`src/rtl/exec_mul_sequencer.sv`:
```
// Iterative shift-add MUL controller that borrows the execute-stage ALU adder.
// Optional MUL_EARLY_EXIT_EN: finish RUN as soon as no multiplier bits remain.
module exec_mul_sequencer #(
    parameter int unsigned N       = 64,
    parameter logic [3:0]  ADD_CTL = 4'b0010
) (
    input  logic         clk,
    input  logic         reset,
    input  logic         start_E,
    input  logic         flush_E,
    input  logic [N-1:0] opA_E,
    input  logic [N-1:0] opB_E,
    input  logic [N-1:0] aluResult_E,
    output logic         aluSel_E,
    output logic [N-1:0] aluA_E,
    output logic [N-1:0] aluB_E,
    output logic [3:0]   aluCtl_E,
    output logic         stall_E,
    output logic         done_E,
    output logic [N-1:0] result_E
);

    localparam int unsigned   CntW    = $clog2(N);
    localparam logic [CntW-1:0] CntLast = CntW'(N - 1);

    typedef enum logic [1:0] {
        StIdle = 2'b00,
        StRun  = 2'b01,
        StDone = 2'b10
    } state_e;

    state_e          state_q;
    logic [N-1:0]    acc_q;
    logic [N-1:0]    mcand_q;
    logic [N-1:0]    mplier_q;
    logic [N-1:0]    result_q;
    logic [CntW-1:0] cnt_q;

    logic [N-1:0]    acc_d;
    logic            last_iter;

    // Accumulator value after this RUN cycle, including the final partial product.
    assign acc_d = mplier_q[0] ? aluResult_E : acc_q;

`ifdef MUL_EARLY_EXIT_EN
    assign last_iter = (cnt_q == CntLast) || ((mplier_q >> 1) == '0);
`else
    assign last_iter = (cnt_q == CntLast);
`endif

    always_ff @(posedge clk) begin
        if (!reset) begin
            state_q  <= StIdle;
            acc_q    <= '0;
            mcand_q  <= '0;
            mplier_q <= '0;
            cnt_q    <= '0;
            result_q <= '0;
        end else if (flush_E) begin
            state_q <= StIdle;
        end else begin
            case (state_q)
                StIdle: begin
                    if (start_E) begin
                        acc_q    <= '0;
                        mcand_q  <= opA_E;
                        mplier_q <= opB_E;
                        cnt_q    <= '0;
                        state_q  <= StRun;
                    end
                end
                StRun: begin
                    acc_q    <= acc_d;
                    mcand_q  <= mcand_q << 1;
                    mplier_q <= mplier_q >> 1;
                    cnt_q    <= cnt_q + CntW'(1);
                    if (last_iter) begin
                        result_q <= acc_d;
                        state_q  <= StDone;
                    end
                end
                StDone:  state_q <= StIdle;
                default: state_q <= StIdle;
            endcase
        end
    end

    // ALU override is only active in RUN so the normal pipeline path is untouched otherwise.
    always_comb begin
        aluSel_E = 1'b0;
        aluA_E   = '0;
        aluB_E   = '0;
        aluCtl_E = 4'b0000;
        stall_E  = 1'b0;
        done_E   = 1'b0;
        case (state_q)
            StIdle: begin
                stall_E = start_E & ~flush_E;
            end
            StRun: begin
                aluSel_E = 1'b1;
                aluA_E   = acc_q;
                aluB_E   = mcand_q;
                aluCtl_E = ADD_CTL;
                stall_E  = ~flush_E;
            end
            StDone: begin
                done_E = ~flush_E;
            end
            default: ;
        endcase
    end

    assign result_E = result_q;

endmodule

```
`config.mk`:
```
export PLATFORM = sky130hd
export DESIGN_NAME = exec_mul_sequencer
export DESIGN_NICKNAME = d
export VERILOG_FILES = /design/src/rtl/exec_mul_sequencer.sv
export SDC_FILE = /design/constraint.sdc
export NUM_CORES = 1
export LEC_CHECK = 0
export ABC_AREA = 1
export BUFFER_PORTS_ARGS = -buffer_cell sky130_fd_sc_hd__buf_2
export CELL_PAD_IN_SITES_DETAIL_PLACEMENT = 0
export CELL_PAD_IN_SITES_GLOBAL_PLACEMENT = 1
export CORE_MARGIN = 5
export CORE_UTILIZATION = 35
export CTS_CLUSTER_SIZE = 12
export DETAILED_ROUTE_END_ITERATION = 6
export GPL_TIMING_DRIVEN = 0
export PLACE_DENSITY_LB_ADDON = 0.08
export SYNTH_ARGS = -nofsm -noshare
export SYNTH_HDL_FRONTEND = slang
export SYNTH_SLANG_ARGS = --single-unit
```
`constraint.sdc`:
```
create_clock -name clk -period 1.96 [get_ports clk]
set_input_delay 0.294 -clock clk [delete_from_list [all_inputs] [get_ports clk]]
set_output_delay 0.294 -clock clk [all_outputs]
set_load 0.005 [all_outputs]
```
* Word-level counts from Yosys, hierarchy flattened *
Index checks and enable logic that the tools add are counted.

operators by class
  add/subtract/negate cells = 1
  $mul = 0
  div/mod/pow operators = 0
  magnitude comparators = 0
  equal/unequal tests = 5
  shift operators = 0
  muxes and demuxes = 18
  bitwise logic cells = 3
  reduce and logical (&&, ||, !) cells = 6

operators by type and width
  kind                                            count
  2-to-1 mux 64 bit                               6
  case mux 64 bit (2 select lines)                3
  case mux 6 bit (2 select lines)                 1
  adder 6 x 1 -> 6 bit (second input constant)    1
  == test 6 bit (second input constant)           1
  2-to-1 mux 2 bit                                3
  2-to-1 mux 6 bit                                1
  AND reduction 3 bit                             2
  inequality test 2 bit (second input constant)   2
  case mux 2 bit (2 select lines)                 1
  == test 2 x 1 -> 1 bit (second input constant)  1
  == test 2 bit (second input constant)           1
  logical NOT 2 bit                               1
  2-to-1 mux 1 bit                                2
  inverter 1 bit                                  2
  case mux 1 bit (2 select lines)                 1
  AND reduction 2 bit                             1
  nonzero test 2 bit                              1
  OR reduction 2 bit                              1
  bitwise AND 1 bit                               1

storage, ports and cells
  register bits = 264
  latch bits = 0
  bits in writable memories = 0
  bits in read-only memories = 0
  input port bits = 196
  output and inout bits = 199
  logic and storage cells = 39
  memories kept = 0

* Longest topological paths before layout *
Gate-level depths: netlist of run 1.

  depth after elaboration = 3
  depth in mapped cells = 10
  depth with buffers taken out = 8

* Worst setup path before layout of run 1 *
OpenSTA, ideal clock, no wires.

  kind = register -> register
  from = register cnt_q[0]
  to = register result_q[23] (netlist: result_E[23])
  setup time = 115 ps
  arrival = 1394 ps
  data required time = 1845 ps
  path slack = 451 ps
  cell stages (with the launch flop) = 11
  path buffers = 2
  clock period less this slack = 1509 ps
  cell sequence = dfxtp_1 > ha_1 > nand2_1 > nor2_1 > nand2_1 > nor2_2 > buf_2 > buf_2 > nand3_1 > nand2_1 > nor2_1

on the way
  word-level cells in the longest chain between the ends = 2

RTL lines
  what                                  line  source
  start: declaration                    37    logic [CntW-1:0] cnt_q;
  start signal: assignment              76    cnt_q <= cnt_q + CntW'(1);
  == test 6 bit                         48    assign last_iter = (cnt_q == CntLast);
  AND reduction 3 bit (no source line)  -
  end signal: assignment                58    result_q <= '0;
  end signal: assignment                78    result_q <= acc_d;
  end: declaration                      36    logic [N-1:0] result_q;

Every way passes these cells.
A chain may end at the register's enable or synchronous reset.

* Worst setup path in the final report of run 1 *
  from = register state_q[0]
  to = output aluA_E[62]

on the way
  word-level cells in the longest chain between the ends = 2

RTL lines
  what                      line  source
  start: declaration        32    state_e state_q;
  start signal: assignment  53    state_q <= StIdle;
  start signal: assignment  60    state_q <= StIdle;
  start signal: assignment  69    state_q <= StRun;
  == test 2 x 1 -> 1 bit    96    case (state_q)
  2-to-1 mux 64 bit         96
  end: declaration          15    output logic [N-1:0] aluA_E,

Every way passes these cells.

==> metrics.md, run 1 <==
| Metric | Value |
|---|---|
| Status | finished, violations left |
| Failing checks | setup timing |
| Share of layout cells above drive strength 1 | 29.02% |
| Max Fanout on Critical Path | 5 |
| Int Power | 9.732 mW |
| R2R Setup Slk | 0.18 ns |
| DR vias | 13140 |
| Num rows | 67 |
| Crit-path cells | inv_4 > nor2_8 > inv_8 > clkbuf_16 > clkbuf_16 > nor2_4 > buf_2 |
| RSZ-0062 raised after global routing | yes |
| Yosys cell types | 21 |
| Syn Inst Count | 1810 |
| Arrival time of the worst setup path | around 1.7 ns |
| Pins over their slew limit | 0 |
| DR pass1 iterations | 5 |
| Sink Count | approximately 260 |
| CP max-delay cell | dfxtp_4 |
| Fmax | just under 500 MHz |
| Critical path type | flip-flop to output port |
| Min Clock Period, post-route | just over 2 ns |
| Skew-Pair Late Insertion Delay | 0.55 ns |
| Buffers on Ports | 390 |
| Worst clock skew | 0.007072 ns |
| Ports | 395 |
| Hold Violations, Final | 0 |
| Post-DP HPWL | about 33 mm |
| Drt total wl | 43.93 mm |
| Net Sw Power | 3.271 mW |
| # fillers | 3630 |
| Drt drc | 0 |
| Critical Path End Type | output port |
| First-pass GRT wire length | approximately 69 mm |
| CP peak stage delay | between 0.3 and 0.4 ns |
| Setup Viol. Count Final | 57 |
| WHS Path Cells | 3 |
| Synth Cell Area | around 12000 um^2 |
| Die width | 195.0 um |
| Worst Hold Path EP | mplier_q[33] |
| Pwr Density | 764.2 nW/um^2 |
| CP startpoint kind | flip-flop |
| Placer Congestion | 0.8336 |
| Register area share after synthesis | roughly 44% |
| CP Data Required Time | 1.67 ns |
| Tot Pwr | 13.00 mW |
| Total die area | about 38000 um^2 |
| R2r worst-path depth | 7 |
| HP Class | input port to flip-flop |
| Final WS setup | -0.05396 ns |
| Combinational Power Share | between 10% and 20% |
| Layout Nets | 2478 |
| Actual slew at the worst max-slew pin | approximately 0.60 ns |
| Fin crit share | 102.8% |
| Routed Antenna Nets | 0 |
| Layout area overhead | 42.06% |
| Peak supply drop | 602.3 uV |
| Largest net degree at the start of global routing | 20 |
| Avg Vias per Cell | 4.765 |
| Crit path buf inv count | 5 |
| Crit Reg-Reg Startpoint | mplier_q[0] |
| Clock Pin Slew Worst Setup and Hold Paths | 0.06 ns |
| Synth warn | 0 |
| CP most frequent cell | clkbuf_16 |
| Switch share | approximately 25% |
| FF+latch count, synth | between 200 and 300 |
| Final instance area | 17010 um^2 |
| Root Buffer | clkbuf_16 |
| GR Overflow Total | 0 |
| Chip height | 195.0 um |
| Placed inst area | 14500 um^2 |
| Syn_area_per_cell | roughly 6.6 um^2 |
| CTS Buffer Depth | 3 |
| Proportion of power drawn by the clock network | 45.2% |
| CTS tree | done |
| Total GRT Usage | 21.73% |
| Hold Crit Start | opB_E[33] |
| Initial antenna violation count | 14 |
| Seq pwr share | 43.4% |
| Routed len/inst | 15.93 um |
| Vias in the first global route | around 13000 |
| Core area | 33700 um^2 |
| CP top delay family | buffers and inverters |
| Worst reg2reg path endpoint | result_E[61] |
| Leakage dissipation | between 8 and 9 nW |
| Iter 0 DRT Violations | 514 |
| Final Util | 50.49% |
| Max_cap viols | 0 |
| Cts bufs inserted | 31 |
| Rel. slew slack | roughly 60% |
| H-tree levels | 1 |
| Starting Density | 35.54% |
## worst register-to-register path, delay by kind of cell, from the launching register on
kind                   cells  cell delay, ns
buffers and inverters      2            0.79
AND/OR/NAND/NOR            4            0.33
flip-flops                 1            0.35
AO/OA/AOI/OAI              1            0.20
## how the worst max path moves through the flow
stage	startpoint	endpoint	slack, ns	depth (start not counted)
5_1_grt	state_q[0]	aluA_E[24]	-0.11	7
2_1_floorplan	cnt_q[0]	result_E[23]	0.45	10
4_1_cts	state_q[0]	aluA_E[60]	-0.09	7
3_5_place_dp	state_q[1]	aluA_E[61]	-0.28	6
6_report	state_q[0]	aluA_E[62]	-0.05	7
3_3_place_gp	state_q[1]	aluA_E[59]	-0.27	6
## cell families (layout without fill, tap and decap cells)
kind of cell    after synthesis  count (layout)  synth area share, %
compound gates              391             391                17.00
fa+ha+maj                     1               1               0.1045
buf+inv                     290             783                9.977
flops                       264             264                44.13
other cells                   1               8              0.03131
simple gates                863             863                28.76
## registers in the layout, summed over array words and instances, names as in the netlist
| name | flops |
|---|---|
| state_q | 2 |
| acc_q | 64 |
| result_E | 64 |
| mplier_q | 64 |
| cnt_q | 6 |
| mcand_q | 64 |
## area by class of cell
cell class                      count  area [um^2]  share of cell area (%)
Multi-Input combinational cell   1258         6045                   35.53
Antenna cell                        5        12.51                 0.07354
Inverter                          140        538.0                   3.162
Tap cell                          448        560.5                   3.295
Buffer                            149        968.4                   5.692
Clock inverter                      8        92.59                  0.5442
Sequential cell                   264         5293                   31.11
Clock buffer                       49        963.4                   5.663
Timing Repair Buffer              437         2541                   14.94
## synth_stat cells
cell / count / area (um^2)
buf_2: 61 / 305.3
o21ai_0: 80 / 400.4
nor2_4: 1 / 11.26
conb_1: 1 / 3.750
nand3_1: 134 / 670.6
nor3_1: 3 / 15.01
ha_1: 1 / 12.51
nand2_1: 515 / 1933
inv_1: 136 / 510.5
dfxtp_1: 264 / 5285
buf_1: 29 / 108.9
buf_4: 8 / 60.06
nor2_1: 205 / 769.5
nor2_8: 1 / 20.02
clkbuf_1: 52 / 195.2
inv_2: 4 / 15.01
a31oi_1: 63 / 394.1
nor2_2: 2 / 12.51
o21ai_1: 51 / 255.2
a21oi_1: 197 / 986.0
nand4_1: 2 / 12.51
## per-layer routing
layer	routed length [um]	track usage, %	part of all wire [%]	vias to the layer above
met5	107	0	0.24	-
met4	1052	5.043	2.4	18
met3	2856	5.256	6.5	84
met2	20520	36.95	47	349
met1	19400	28.04	44	5925
li1	-	-	-	6765
## cells in the final DEF, fill, tap and decap left out, types with 3 or more instances in the layout
cell | netlist | final
nand2_1 | 515 | 486
buf_2 | 61 | 423
dfxtp_1 | 264 | 262
a21oi_1 | 197 | 197
nor2_1 | 205 | 140
nand3_1 | 134 | 134
inv_1 | 136 | 118
o21ai_0 | 80 | 80
a31oi_1 | 63 | 63
nor2_4 | 1 | 53
clkbuf_1 | 52 | 52
o21ai_1 | 51 | 51
clkbuf_16 | 0 | 37
dlygate4sd3_1 | 0 | 26
buf_4 | 8 | 24
nand2_2 | 0 | 20
inv_2 | 4 | 19
buf_1 | 29 | 18
buf_6 | 0 | 17
nor2_2 | 2 | 15
clkbuf_8 | 0 | 12
buf_12 | 0 | 9
nand2_4 | 0 | 9
buf_8 | 0 | 7
diode_2 | 0 | 5
clkbuf_4 | 0 | 5
clkinv_2 | 0 | 5
clkbuf_2 | 0 | 4
nor3_1 | 3 | 3
conb_1 | 1 | 3
## repair_timing
item | 4_1_cts | 5_1_grt
endpoints found under the hold margin | 26 | 0
pin swaps | 2 | 1
buffers inserted | 11 | 6
gates resized for setup | 201 | 99
gates cloned | 1 | 3
setup endpoints to repair | 215 | 227
hold buffers | 26 | 0
## power groups by stage
| stage | Clock, mW | Sequential [mW] | Combinational, mW |
|---|---|---|---|
| 2_1_floorplan | 0 | 5.73 | 0.757 |
| 3_3_place_gp | 0 | 5.75 | 1.26 |
| 3_5_place_dp | 0 | 5.75 | 1.27 |
| 4_1_cts | 6.01 | 5.64 | 1.43 |
| 5_1_grt | 6.23 | 5.67 | 1.65 |
| 6_report | 5.88 | 5.65 | 1.47 |
## through the flow
stage,setup TNS [ns],setup WS (ns),hold WS (ns),std cells
after global routing,-9.358,-0.1084,0.01135,2758
after detailed placement,-14.10,-0.2819,0.4551,2650
after CTS,-6.900,-0.08675,0.0005622,2744
after global placement,-11.39,-0.2663,0.4512,2650
final,-1.112,-0.05396,0.02102,2758
after floorplan,0,0.4511,0.4366,1812
(Power assumes the default switching activity.)
==> run 2: changes to the inputs <==
- CORE_UTILIZATION: 35 -> 36
- CTS_BUF_LIST: not set -> sky130_fd_sc_hd__clkbuf_4
- HOLD_SLACK_MARGIN: not set -> 0.02
- SETUP_SLACK_MARGIN: not set -> 0.2
==> run 2 against run 1 <==
  * Hold slack better by 0.080 ns
  * Clock power down 12%
  * Fmax shrank 4.7%
  * Flip-flop and latch count did not move
  * Register-to-register slack is essentially flat
  * The flow still finishes with violations (setup timing)
  * Non-clock buffer count grew 192
==> metrics.md, run 2 (synthesis results as in run 1) <==
| Metric | Value |
|---|---|
| CTS Buffer Depth | 3 |
| Sink Count | 264 |
| Fmax | 473.1 MHz |
| Pins over their slew limit | 0 |
| CP peak stage delay | 0.36 ns |
| Vias in the first global route | 13740 |
| CP top delay family | buffers and inverters |
| Clock Pin Slew Worst Setup and Hold Paths | roughly 0.070 ns |
| DR vias | 14360 |
| Actual slew at the worst max-slew pin | roughly 0.62 ns |
| Routed len/inst | approximately 15 um |
| RSZ-0062 raised after global routing | yes |
| Die width | ~190 um |
| Chip height | 192.4 um |
| Avg Vias per Cell | 4.761 |
| Drt total wl | 46.57 mm |
| Num rows | 66 |
| Peak supply drop | 381.6 uV |
| Crit-path cells | inv_4 > nor2_8 > inv_8 > buf_12 > clkbuf_16 > nor2_2 > buf_2 |
| Crit Reg-Reg Startpoint | state_q[0] |
| Placed insts | 2644 |
| Worst Setup SP | state_q[0] |
| Layout area overhead | 59.33% |
| Hold Crit Start | flush_E |
| Ports | roughly 400 |
| Critical Path End Type | output port |
| Non-Filler Instances | 3017 |
| HP Class | input port to flip-flop |
| Rel. slew slack | 58.54% |
| Hold Violations, Final | 0 |
| Skew-Pair Late Insertion Delay | 0.67 ns |
| Setup WS pre-CTS | -0.3462 ns |
| Routed Antenna Nets | 0 |
| Critical path type | flip-flop to output port |
| Setup Viol. Count Final | 130 |
| Most frequent cells in the layout | 502 x nand2_1, 414 x buf_2, 260 x dfxtp_1 |
| Total GRT Usage | a little under a quarter |
| First-pass GRT wire length | 69.65 mm |
| Total die area | 37020 um^2 |
| Worst clock skew | 0.07231 ns |
| Placer Congestion | 0.8060 |
| Leakage dissipation | around 9 nW |
| Iter 0 DRT Violations | 639 |
| H-tree levels | 3 |
| CP startpoint kind | flip-flop |
| Min Clock Period, post-route | 2.114 ns |
| CP Data Required Time | 1.67 ns |
| Drt drc | 0 |
| Final Util | 58.35% |
| Buffers on Ports | 390 |
| Fin crit share | 107.8% |
| Starting Density | a little over a third |
| Crit path buf inv count | 5 |
| Initial antenna violation count | 6 |
| Arrival time of the worst setup path | 1.82 ns |
| GR Overflow Total | 0 |
| Cts bufs inserted | between 70 and 80 |
| Post-DP HPWL | 32.33 mm |
| # fillers | 3297 |
| Status | finished, violations left |
| Pwr Density | 660.5 nW/um^2 |
| Core area | 32700 um^2 |
| Max Fanout on Critical Path | 6 |
| Final WS setup | -0.1535 ns |
| Commonest non-fill, non-tap cell in the layout | nand2_1 |
| CTS tree | done |
| Layout Nets | 2715 |
| Root Buffer | clkbuf_4 |
| Share of layout cells above drive strength 1 | 29.97% |
| DR pass1 iterations | 5 |
| Max_cap viols | 0 |
| CP max-delay cell | dfxtp_4 |
| Largest net degree at the start of global routing | 12 |
| Failing checks | setup timing |
[run 2: cell count changes in the layout (fill, tap and decap cells not counted), sizes merged]
cell | before | now
dlygate4sd3 | 26 | 193
clkbuf | 110 | 189
bufinv | 2 | 1
inv | 140 | 142
diode | 5 | 6
buf | 499 | 512
clkinv | 5 | 9
[run 2: worst paths after layout]
path | endpoint | slack, ns | cells after the start
setup / recovery | aluA_E[29] | -0.15 | 7
hold / removal | cnt_q[3] | 0.10 | 5
setup reg to reg | result_E[48] | 0.19 | 13
hold reg to reg | mcand_q[30] | 0.46 | 2
[run 2: where the power goes]
| part | leakage, nW | switching (mW) | total (mW) | internal [mW] |
|---|---|---|---|---|
| Sequential | 2.15 | 0.0927 | 5.64 | 5.55 |
| Clock | 0.573 | 2.35 | 5.15 | 2.80 |
| Combinational | 6.43 | 0.960 | 1.82 | 0.855 |
| Total | 9.15 | 3.40 | 12.6 | 9.20 |
[run 2: metrics by stage]
step / power (mW) / TNS [ns] / cell area, um^2 / hold slack (ns)
after detailed placement: 7.020 / -16.34 / 14490 / 0.4528
final: 12.60 / -10.18 / 19080 / 0.1007
after global routing: 13.26 / -25.31 / 19080 / 0.1009
after CTS: 12.63 / -22.28 / 18020 / 0.04471
after floorplan: 6.487 / 0 / 11980 / 0.4366
after global placement: 7.011 / -14.18 / 14490 / 0.4446
[run 2: area by class of cell]
| cell class | count | area, um^2 | area share, % |
|---|---|---|---|
| diodes | 6 | 15.01 | 0.07868 |
| repair buffers | 629 | 4607 | 24.14 |
| clock inverters | 13 | 80.08 | 0.4196 |
| plain buffers | 149 | 1096 | 5.744 |
| clock buffers | 116 | 870.8 | 4.564 |
| well taps | 442 | 553.0 | 2.898 |
| flip-flops and latches | 264 | 5300 | 27.78 |
| multi-input cells | 1258 | 6025 | 31.57 |
| inverters | 140 | 535.5 | 2.806 |
[run 2: repair_timing]
item / 4_1_cts / 5_1_grt
buffers inserted: 15 / 17
cloned: 2 / 12
setup endpoints to repair: 370 / 250
pin swaps: 5 / 14
hold buffers: 193 / 0
resized for setup: 174 / 186
hold endpoints to repair: 256 / 0
[run 2: routing by layer]
layer | up-vias | track usage (%) | wire length (um)
met5 | - | 0 | 0
met4 | 0 | 8.557 | 1400
met3 | 99 | 4.794 | 3028
met2 | 496 | 38.74 | 21930
met1 | 6484 | 29.60 | 20210
li1 | 7284 | - | -
[run 2: worst reg2reg max path: stages (launching register included)]
cell and delay, ns:
dfxtp_4 0.36, inv_4 0.05, nor2_8 0.13, inv_8 0.07
buf_4 0.14, nor2_4 0.15, buf_6 0.12, buf_12 0.12
buf_12 0.11, buf_12 0.10, clkbuf_16 0.13, nand3_1 0.07
nand2_1 0.08, nor2_1 0.05
==> run 3: changes to the inputs <==
- PLACE_DENSITY: not set -> 0.87
- PLACE_DENSITY_LB_ADDON: 0.08 -> not set
==> run 3 against run 2 <==
  * The run still ends with setup timing left
  * Highest routed layer is now met5
  * Critical path type unchanged
  * First-iteration DRC count is 8.1% higher
  * Fmax is 2.0% lower
  * Total power is 1.1% lower
  * Core utilization is 2.4 points lower
  * Hold slack better by 0.099 ns
  * Via count is 0.30% higher
  * Final cell count is 1.0% lower
  * Largest cell class unchanged
  * Non-clock buffer count is 22 lower
  * Critical path depth stayed put
==> metrics.md, run 3 (synthesis results as in run 1) <==
| Metric | Value |
|---|---|
| Status | finished, violations left |
| Failing checks | setup timing |
| CTS tree | done |
| R2r worst-path depth | 10 |
| Die width | 192.4 um |
| Setup tns final | -11.76 ns |
| Avg Vias per Cell | approximately 4.8 |
| Fin crit share | 110.1% |
| Final WS setup | -0.1974 ns |
| CP Data Required Time | 1.67 ns |
| Iter 0 DRT Violations | 691 |
| CP startpoint kind | flip-flop |
| Critical path type | flip-flop to output port |
| Ports | just under 400 |
| Max_cap viols | 0 |
| Sink Count | about 260 |
| Worst clock skew | 0.05522 ns |
| Most frequent cells in the layout | 504 x nand2_1, 426 x buf_2, 260 x dfxtp_1 |
| Actual slew at the worst max-slew pin | 0.6483 ns |
| CP peak stage delay | 0.37 ns |
| Placer Congestion | roughly 0.86 |
| HP Class | input port to flip-flop |
| Skew-Pair Late Insertion Delay | 0.66 ns |
| Rel. slew slack | 56.78% |
| Worst Setup SP | state_q[1] |
| Critical path endpoint | aluA_E[61] |
| Root Buffer | clkbuf_4 |
| H-tree levels | 3 |
| Drt total wl | 46.31 mm |
| Pins over their slew limit | 0 |
| Hold Violations, Final | 0 |
| Commonest non-fill, non-tap cell in the layout | nand2_1 |
| Clock Pin Slew Worst Setup and Hold Paths | approximately 0.06 ns |
| Final Util | 55.92% |
| Worst reg2reg path endpoint | result_E[46] |
| Cts bufs inserted | 76 |
| Core area | between 30000 and 40000 um^2 |
| Drt drc | 0 |
| Max Fanout on Critical Path | 7 |
| Routed len/inst | between 15 and 20 um |
| First-pass GRT wire length | approximately 70 mm |
| Chip height | 192.4 um |
| Largest net degree at the start of global routing | 12 |
| Starting Density | 36.62% |
| Num rows | 66 |
| Total GRT Usage | 23.87% |
| Vias in the first global route | 14280 |
| Fmax | about 460 MHz |
| CTS Buffer Depth | 3 |
| DR vias | 14410 |
| RSZ-0062 raised after global routing | yes |
| Routed Antenna Nets | 0 |
| Share of layout cells above drive strength 1 | 27.73% |
| Peak supply drop | 447.0 uV |
| Crit-path cells | nor2_8 > inv_6 > buf_12 > buf_8 > buf_6 > nor2_2 > buf_2 |
| Critical Path End Type | output port |
| Hold_ws | 0.2000 ns |
| DR pass1 iterations | 5 |
| CP top delay family | buffers and inverters |
| Crit path buf inv count | 5 |
| Stages on the worst setup path | 7 |
| Layout Nets | 2693 |
| Arrival time of the worst setup path | between 1.5 and 2 ns |
| Pwr Density | 682.0 nW/um^2 |
| GR Overflow Total | 0 |
| CP max-delay cell | dfxtp_4 |
| Layout area overhead | 52.69% |
| Post-DP HPWL | 32.65 mm |
| R2R Setup Slk | 0.27 ns |
| Initial antenna violation count | 2 |
| # fillers | approximately 3300 |
| Min Clock Period, post-route | 2.157 ns |
| Setup Viol. Count Final | ~130 |
| Crit Reg-Reg Startpoint | cnt_q[0] |
| Buffers on Ports | 390 |
| Leakage dissipation | 8.846 nW |
| Total die area | about 37000 um^2 |
## run 3: cell types whose count changed in the layout (fill, tap and decap cells not counted), sizes merged
cell,before,now
buf,512,498
clkinv,9,16
clkbuf,189,168
inv,142,141
diode,6,2
bufinv,1,3
## run 3: metal layers
metal | routed length (um) | track usage [%]
met5 | 13 | 0
met4 | 1640 | 9.627
met3 | 3394 | 4.975
met2 | 21920 | 41.07
met1 | 19340 | 29.13
## run 3: how the worst min path moves through the flow
stage,startpoint,endpoint,slack (ns),cells after the start
3_5_place_dp,mcand_q[11],mcand_q[11],0.46,2
4_1_cts,flush_E,cnt_q[3],0.12,5
6_report,flush_E,cnt_q[3],0.20,5
5_1_grt,reset,mplier_q[63],0.17,3
3_3_place_gp,cnt_q[2],cnt_q[2],0.45,2
2_1_floorplan,cnt_q[2],cnt_q[2],0.44,2
## run 3: metrics by stage
stage	cell area, um^2	cells	worst slack (ns)	power (mW)
6_report	18290	2986	-0.1974	12.47
5_1_grt	18280	2985	-0.3145	13.15
4_1_cts	17980	2978	-0.2548	12.60
3_5_place_dp	14490	2644	-0.2233	7.028
3_3_place_gp	14490	2644	-0.2518	7.012
2_1_floorplan	11980	1812	0.4511	6.487
## run 3: area by class of cell
cell class	count	area (um^2)	share of cell area, %
antenna	2	5.005	0.02737
buffer	150	969.7	5.303
clock buffer	103	773.2	4.229
clock inverter	21	168.9	0.9237
inverter	140	533.0	2.915
multi-input combinational	1258	5803	31.73
sequential	264	5295	28.96
tap	442	553.0	3.024
timing repair buffer	606	4185	22.89
## run 3: worst min-delay path: stages
cell	delay (ns)
buf_2	0.15
inv_1	0.10
nand3_1	0.11
nand2_1	0.10
nor3_1	0.05
## run 3: where the power goes
part | internal, mW | switching [mW]
Combinational | 0.779 | 0.934
Sequential | 5.55 | 0.0929
Clock | 2.81 | 2.31
Total | 9.14 | 3.33
## run 3: repair_timing
item                                    in CTS  in global routing
cloned                                       3                  3
gates resized for setup                    158                 83
endpoints found under the hold margin      254                  0
pin swaps                                    5                  4
setup buffers                               14                  3
endpoints found under the setup margin     355                245
hold buffers                               193                  0
